==> src/rtl/alarm_pkg.sv <==
// alarm_pkg: shared definitions for the alarm controller.
//   - alarm_state_t : FSM state encoding, also the value driven on alarm_state
//   - BCD digit limits used by the HH:MM validity check
//   - ALARM_RESET_HHMM : alarm time after reset (07:00)
package alarm_pkg;

  typedef enum logic [1:0] {
    ST_DISARMED = 2'd0,
    ST_ARMED    = 2'd1,
    ST_RINGING  = 2'd2,
    ST_SNOOZE   = 2'd3
  } alarm_state_t;

  localparam logic [3:0]  BCD_HR_TENS_MAX      = 4'd2;
  localparam logic [3:0]  BCD_HR_UNITS_MAX_20S = 4'd3;
  localparam logic [3:0]  BCD_MIN_TENS_MAX     = 4'd5;
  localparam logic [3:0]  BCD_DIGIT_MAX        = 4'd9;

  localparam logic [15:0] ALARM_RESET_HHMM     = 16'h0700;

endpackage

==> src/rtl/bcd_hhmm_valid.sv <==
// bcd_hhmm_valid: combinational check that a 16-bit BCD word is a legal
// 24-hour HH:MM time (00:00 .. 23:59).
//   i_hhmm  : {hr tens, hr units, min tens, min units}, BCD
//   o_valid : 1 when every digit is in range
module bcd_hhmm_valid
  import alarm_pkg::*;
(
  input  logic [15:0] i_hhmm,
  output logic        o_valid
);

  logic [3:0] w_hr_t;
  logic [3:0] w_hr_u;
  logic [3:0] w_min_t;
  logic [3:0] w_min_u;
  logic       w_hr_ok;
  logic       w_min_ok;

  assign {w_hr_t, w_hr_u, w_min_t, w_min_u} = i_hhmm;

  // In the 20s the hour units digit may only reach 3.
  assign w_hr_ok = (w_hr_t < BCD_HR_TENS_MAX)  ? (w_hr_u <= BCD_DIGIT_MAX) :
                   (w_hr_t == BCD_HR_TENS_MAX) ? (w_hr_u <= BCD_HR_UNITS_MAX_20S) :
                   1'b0;

  assign w_min_ok = (w_min_t <= BCD_MIN_TENS_MAX) && (w_min_u <= BCD_DIGIT_MAX);

  assign o_valid = w_hr_ok && w_min_ok;

endmodule

==> src/rtl/alarm_ctrl.sv <==
// alarm_ctrl: HH:MM alarm with arm / ring / snooze sequencing, fed by the
// BCD time-of-day counter once per clk_1Hz tick.
//
// Build option: define ALARM_SNOOZE_EN to include the SNOOZE state, snooze
// counter and snooze budget. Without it snooze_req is ignored and
// snooze_left reads 0.
//
// Ports
//   clk_1Hz, reset          : 1 Hz clock, async active-high reset
//   msb_hr .. lsb_sec       : current time, BCD digits
//   arm                     : level, 1 = alarm enabled
//   alarm_load, alarm_hhmm  : load strobe and BCD HH:MM to load
//   snooze_req, stop_req    : single-cycle user requests
//   ringing                 : buzzer/LED drive, high while RINGING
//   alarm_state             : current state (encoding below)
//   alarm_time              : stored alarm HH:MM, BCD
//   load_err                : pulse when a load is rejected
//   missed                  : pulse when a ring times out unattended
//   snooze_left             : snoozes remaining for the current ring event
//
// state       | meaning
// ------------+----------------------------------------------------
// DISARMED(0) | alarm off, waiting for arm
// ARMED(1)    | watching for HH:MM:00 == alarm_time
// RINGING(2)  | ringing; ring counter counts up to the timeout
// SNOOZE(3)   | silenced; snooze counter counts down to re-ring
module alarm_ctrl
  import alarm_pkg::*;
#(
  parameter int SNOOZE_SEC       = 300,
  parameter int RING_TIMEOUT_SEC = 60,
  parameter int MAX_SNOOZE       = 3
) (
  input  logic        clk_1Hz,
  input  logic        reset,
  input  logic [3:0]  msb_hr,
  input  logic [3:0]  lsb_hr,
  input  logic [3:0]  msb_min,
  input  logic [3:0]  lsb_min,
  input  logic [3:0]  msb_sec,
  input  logic [3:0]  lsb_sec,
  input  logic        arm,
  input  logic        alarm_load,
  input  logic [15:0] alarm_hhmm,
  input  logic        snooze_req,
  input  logic        stop_req,
  output logic        ringing,
  output logic [1:0]  alarm_state,
  output logic [15:0] alarm_time,
  output logic        load_err,
  output logic        missed,
  output logic [1:0]  snooze_left
);

  localparam int CNT_MAX = (SNOOZE_SEC > RING_TIMEOUT_SEC) ? SNOOZE_SEC : RING_TIMEOUT_SEC;
  localparam int CW      = $clog2(CNT_MAX);

  localparam logic [CW-1:0] RING_LAST = CW'(RING_TIMEOUT_SEC - 1);

  alarm_state_t  r_state;
  alarm_state_t  w_state_nxt;
  logic [CW-1:0] r_ring_cnt;
  logic [CW-1:0] w_ring_cnt_nxt;
  logic [15:0]   r_alarm_time;
  logic          r_ringing;
  logic          r_load_err;
  logic          r_missed;
  logic          w_missed_nxt;
  logic          w_load_ok;
  logic          w_match;

`ifdef ALARM_SNOOZE_EN
  localparam logic [CW-1:0] SNZ_LAST = CW'(SNOOZE_SEC - 1);
  localparam logic [1:0]    SL_MAX   = 2'(MAX_SNOOZE);

  logic [CW-1:0] r_snz_cnt;
  logic [CW-1:0] w_snz_cnt_nxt;
  logic [1:0]    r_snooze_left;
  logic [1:0]    w_snooze_left_nxt;
`else
  logic          w_unused_snooze;
  assign w_unused_snooze = snooze_req | (MAX_SNOOZE == 0);
`endif

  bcd_hhmm_valid u_load_chk (
    .i_hhmm  (alarm_hhmm),
    .o_valid (w_load_ok)
  );

  // Compare against the stored alarm, not the one being loaded this cycle.
  assign w_match = ({msb_hr, lsb_hr, msb_min, lsb_min} == r_alarm_time) &&
                   (msb_sec == 4'd0) && (lsb_sec == 4'd0);

  always_comb begin
    w_state_nxt       = r_state;
    w_ring_cnt_nxt    = r_ring_cnt;
    w_missed_nxt      = 1'b0;
`ifdef ALARM_SNOOZE_EN
    w_snz_cnt_nxt     = r_snz_cnt;
    w_snooze_left_nxt = r_snooze_left;
`endif
    case (r_state)
      ST_DISARMED: begin
        if (arm) w_state_nxt = ST_ARMED;
      end
      ST_ARMED: begin
        if (!arm) begin
          w_state_nxt = ST_DISARMED;
        end else if (w_match) begin
          w_state_nxt       = ST_RINGING;
          w_ring_cnt_nxt    = '0;
`ifdef ALARM_SNOOZE_EN
          w_snooze_left_nxt = SL_MAX;
`endif
        end
      end
      ST_RINGING: begin
        if (!arm) begin
          w_state_nxt = ST_DISARMED;
        end else if (stop_req) begin
          w_state_nxt = ST_ARMED;
`ifdef ALARM_SNOOZE_EN
        end else if (snooze_req && (r_snooze_left != 2'd0)) begin
          w_state_nxt       = ST_SNOOZE;
          w_snooze_left_nxt = r_snooze_left - 2'd1;
          w_snz_cnt_nxt     = SNZ_LAST;
`endif
        end else if (r_ring_cnt == RING_LAST) begin
          w_state_nxt  = ST_ARMED;
          w_missed_nxt = 1'b1;
        end else begin
          w_ring_cnt_nxt = r_ring_cnt + CW'(1);
        end
      end
`ifdef ALARM_SNOOZE_EN
      ST_SNOOZE: begin
        if (!arm) begin
          w_state_nxt = ST_DISARMED;
        end else if (stop_req) begin
          w_state_nxt = ST_ARMED;
        end else if (r_snz_cnt == '0) begin
          w_state_nxt    = ST_RINGING;
          w_ring_cnt_nxt = '0;
        end else begin
          w_snz_cnt_nxt = r_snz_cnt - CW'(1);
        end
      end
`endif
      default: begin
        w_state_nxt = ST_DISARMED;
      end
    endcase
  end

  always_ff @(posedge clk_1Hz or posedge reset) begin
    if (reset) begin
      r_state       <= ST_DISARMED;
      r_ring_cnt    <= '0;
      r_ringing     <= 1'b0;
      r_missed      <= 1'b0;
      r_load_err    <= 1'b0;
      r_alarm_time  <= ALARM_RESET_HHMM;
`ifdef ALARM_SNOOZE_EN
      r_snz_cnt     <= '0;
      r_snooze_left <= SL_MAX;
`endif
    end else begin
      r_state       <= w_state_nxt;
      r_ring_cnt    <= w_ring_cnt_nxt;
      // Registered from next-state so ringing lines up with alarm_state.
      r_ringing     <= (w_state_nxt == ST_RINGING);
      r_missed      <= w_missed_nxt;
      r_load_err    <= alarm_load && !w_load_ok;
      if (alarm_load && w_load_ok) r_alarm_time <= alarm_hhmm;
`ifdef ALARM_SNOOZE_EN
      r_snz_cnt     <= w_snz_cnt_nxt;
      r_snooze_left <= w_snooze_left_nxt;
`endif
    end
  end

  assign ringing     = r_ringing;
  assign alarm_state = r_state;
  assign alarm_time  = r_alarm_time;
  assign load_err    = r_load_err;
  assign missed      = r_missed;
`ifdef ALARM_SNOOZE_EN
  assign snooze_left = r_snooze_left;
`else
  assign snooze_left = 2'd0;
`endif

endmodule

==> config.mk <==
export PLATFORM = sky130hd
export DESIGN_NAME = alarm_ctrl
export DESIGN_NICKNAME = d
export VERILOG_FILES = /design/src/rtl/alarm_pkg.sv /design/src/rtl/bcd_hhmm_valid.sv /design/src/rtl/alarm_ctrl.sv
export SDC_FILE = /design/constraint.sdc
export NUM_CORES = 1
export LEC_CHECK = 0
export CAP_MARGIN = 10
export CORE_MARGIN = 4
export CORE_UTILIZATION = 30
export DETAILED_ROUTE_END_ITERATION = 10
export PLACE_DENSITY = 0.59
export SLEW_MARGIN = 10
export SYNTH_ARGS = -nofsm -noshare
export SYNTH_HDL_FRONTEND = slang
export SYNTH_HIERARCHICAL = 1
export SYNTH_SLANG_ARGS = --single-unit
==> constraint.sdc <==
create_clock -name clk_1Hz -period 2.6 [get_ports clk_1Hz]
set_input_delay 0.52 -clock clk_1Hz [delete_from_list [all_inputs] [get_ports clk_1Hz]]
set_output_delay 0.52 -clock clk_1Hz [all_outputs]
set_load 0.02 [all_outputs]
==> impl_results.md <==
- DRC: 0
- Crit Path Class: in -> reg
- Largest net degree at the start of global routing: 31
- Crit. End Element: flop
- Reg area: 754.5 um^2
- Number of inserted diodes: 0
- DRT antenna net count: 0
- YS warnings: 6
- Cts repair resizes: 0
- Syn avg cell area: 11.08 um^2
- Post-synthesis sequential area ratio: a little under half
- Crit share post-route: between 70% and 80%
- RSZ-0062 raised after global routing: no
- Layout Utilization: 47.31%
- EDFF count, synth: 0
- Number of post-CTS setup repair buffers: 0
- Worst r2r path cells: 5
- Startpoint types: primary input
- Hold Violations, Final: 0
- Die width: between 80 and 90 um
- Worst-skew pair later-pin latency: 0.28 ns
- Share of cells above drive strength 1: between 15 and 20%
- CTS tree: yes
- Post-route minimum period: 2.077 ns
- Max-Cap Viols: 0
- VDD IR-drop max: ~0.31 mV
- WP data arrival: approximately 2.2 ns
- Synth top area share: 42.93%
- Vias in the first global route: 1358
- DRT iter0 DRCs: 33
- IO Port Bufs: 65
- Total number of vias: around 1300
- Worst Hold Class: reg -> reg
- Root buf cell: clkbuf_8
- First-pass GRT wire length: a little over 6000 um
- Vias per cell: 4.548
- Hold Buf Count CTS: 0
- Cell taking the most area after synthesis: dfrtp_1
- Worst Setup EP: alarm_time[15]
- HPWL after detailed placement: 2901 um
- Final Wtd Congestion: roughly 0.73
- Die Area: 0.006470 mm^2
- Row cnt: 26
- Top post-synthesis cells by area: dfrtp_1, mux2_2, xor2_1
- RR Startpoint: alarm_time[10]
- Critical Path RT: 2.76 ns
- Multi-input logic area: 769.5 um^2
- Synth cell types: 39
- Post-Syn Instances: 142
- Die H: 80.44 um
- Drt total wl: 3708 um
- Num Clock Sinks: 30
- Global Route Usage Sum: around an eighth
- Status: completed
- Fmax: 0.4815 GHz
- Asr flop ratio synth: 100.0%
- Flops & latches, synth: 30
- CTS Buffer Depth: 2
- Most instantiated cells after synthesis: dfrtp_1, xor2_1, mux2_2
- CTS buffer count: 5
- Non-filler cells in the finished layout: 283
- Final Max Slew Viols: 0
- Critical-path maximum fanout: 12
- Final setup fails: 0
- DRT Pass-1 Iters: 4
- Critical Path Start: alarm_hhmm[11]
- Initial Util: 30.82%
- I/O Pins: 69
- H-tree depth: 2
- Placed cells: between 200 and 300
- Core Area: 0.005107 mm^2
- Clock Pin Slew Worst Setup and Hold Paths: roughly 0.060 ns
- Mapped cell area: 0.001574 mm^2
- Top_reg_cell synth: dfrtp_1
- Grt ovf: 0
- Final setup TNS: 0 ns
- Nets: 259
- Initial antenna violation count: 0
- Wire per inst: 13.10 um
- Most frequent cell after synthesis: dfrtp_1
- Reg-to-Reg End: r_ring_cnt[1]
- PD cells: 565.2 mW/mm^2
- Slack of the worst reg-to-reg path: 0.79 ns
- Filler cells: 499
- Syn-to-layout area delta: 53.50%
- P_leak: ~1.0 nW
- Clock Skews: 0.009551 ns
report_power, final:
part           internal (mW)  switching (mW)
logic                  0.189           0.132
registers              0.516          0.0407
clock network          0.312           0.175
placed cells by master, fill, tap and decap left out, types with 2 or more instances in the layout:
| master | count |
|---|---|
| o21ai_1 | 3 |
| or3_1 | 2 |
| buf_4 | 3 |
| conb_1 | 2 |
| clkdlybuf4s50_1 | 65 |
| dfrtp_1 | 27 |
| nand3_1 | 8 |
| clkbuf_8 | 6 |
| a31oi_1 | 3 |
| nor4_1 | 5 |
| nor2b_1 | 2 |
| inv_1 | 4 |
| nor2_1 | 5 |
| dfstp_2 | 3 |
| o21bai_1 | 2 |
| and3_1 | 3 |
| xor2_1 | 17 |
| nand2_1 | 8 |
| nor4_2 | 2 |
| mux2_2 | 16 |
| o21ai_0 | 8 |
critical path: stages:
cell	delay [ns]
clkdlybuf4s50_1	0.50
a22o_1	0.27
nor4_2	0.17
and4_1	0.24
nand2_1	0.07
buf_4	0.19
mux2_2	0.28
worst min path at each step:
stage                       start            end  slack (ns)  cells past startpoint
floorplan           r_ring_cnt[0]  r_ring_cnt[0]        0.49                      1
global placement    r_ring_cnt[0]  r_ring_cnt[0]        0.51                      1
detailed placement  r_ring_cnt[0]  r_ring_cnt[0]        0.52                      1
CTS                 r_ring_cnt[0]  r_ring_cnt[0]        0.53                      1
global route        alarm_time[0]  alarm_time[0]        0.57                      1
finish              r_ring_cnt[0]  r_ring_cnt[0]        0.53                      1
flip-flops by register name, summed over array words and instances, names as in the netlist:
| signal | flops |
|---|---|
| alarm_state | 2 |
| ringing | 1 |
| missed | 1 |
| r_ring_cnt | 9 |
| load_err | 1 |
| alarm_time | 16 |
area by class of cell:
type	count	area share (%)
Clock buffer	7	3.573
Tap cell	70	3.625
Sequential cell	30	31.23
Timing Repair Buffer	68	27.86
Multi-Input combinational cell	103	31.85
Inverter	4	0.6214
Clock inverter	1	1.243
logic make-up (layout without fill, tap and decap cells):
| kind of cell | Yosys count | after routing | synth area share, % |
|---|---|---|---|
| buf+inv | 10 | 80 | 3.417 |
| fa+ha+maj | 1 | 1 | 0.7948 |
| xor+xnor | 17 | 17 | 9.459 |
| flops | 30 | 30 | 47.93 |
| other cells | 1 | 2 | 0.2382 |
| simple gates | 43 | 43 | 16.45 |
| compound gates | 23 | 23 | 9.619 |
| mux | 17 | 17 | 12.08 |
per-stage QoR:
step           instance area (um^2)  total power, mW  setup slack (ns)  hold slack (ns)
6_report                       2416            1.366            0.5233           0.5291
2_1_floorplan                  1578           0.7072            0.7199           0.4920
4_1_cts                        2416            1.392            0.5143           0.5255
3_3_place_gp                   2300           0.8892            0.2217           0.5146
5_1_grt                        2416            1.442            0.3857           0.5715
3_5_place_dp                   2300           0.8901            0.2091           0.5174
layer usage:
| layer | track usage, % | part of all wire, % |
|---|---|---|
| met1 | 14.91 | 42 |
| met5 | 0 | 0 |
| met3 | 7.287 | 11 |
| met2 | 19.21 | 45 |
| met4 | 3.547 | 1.0 |
No activity file was read; power rests on OpenSTA's default activity.
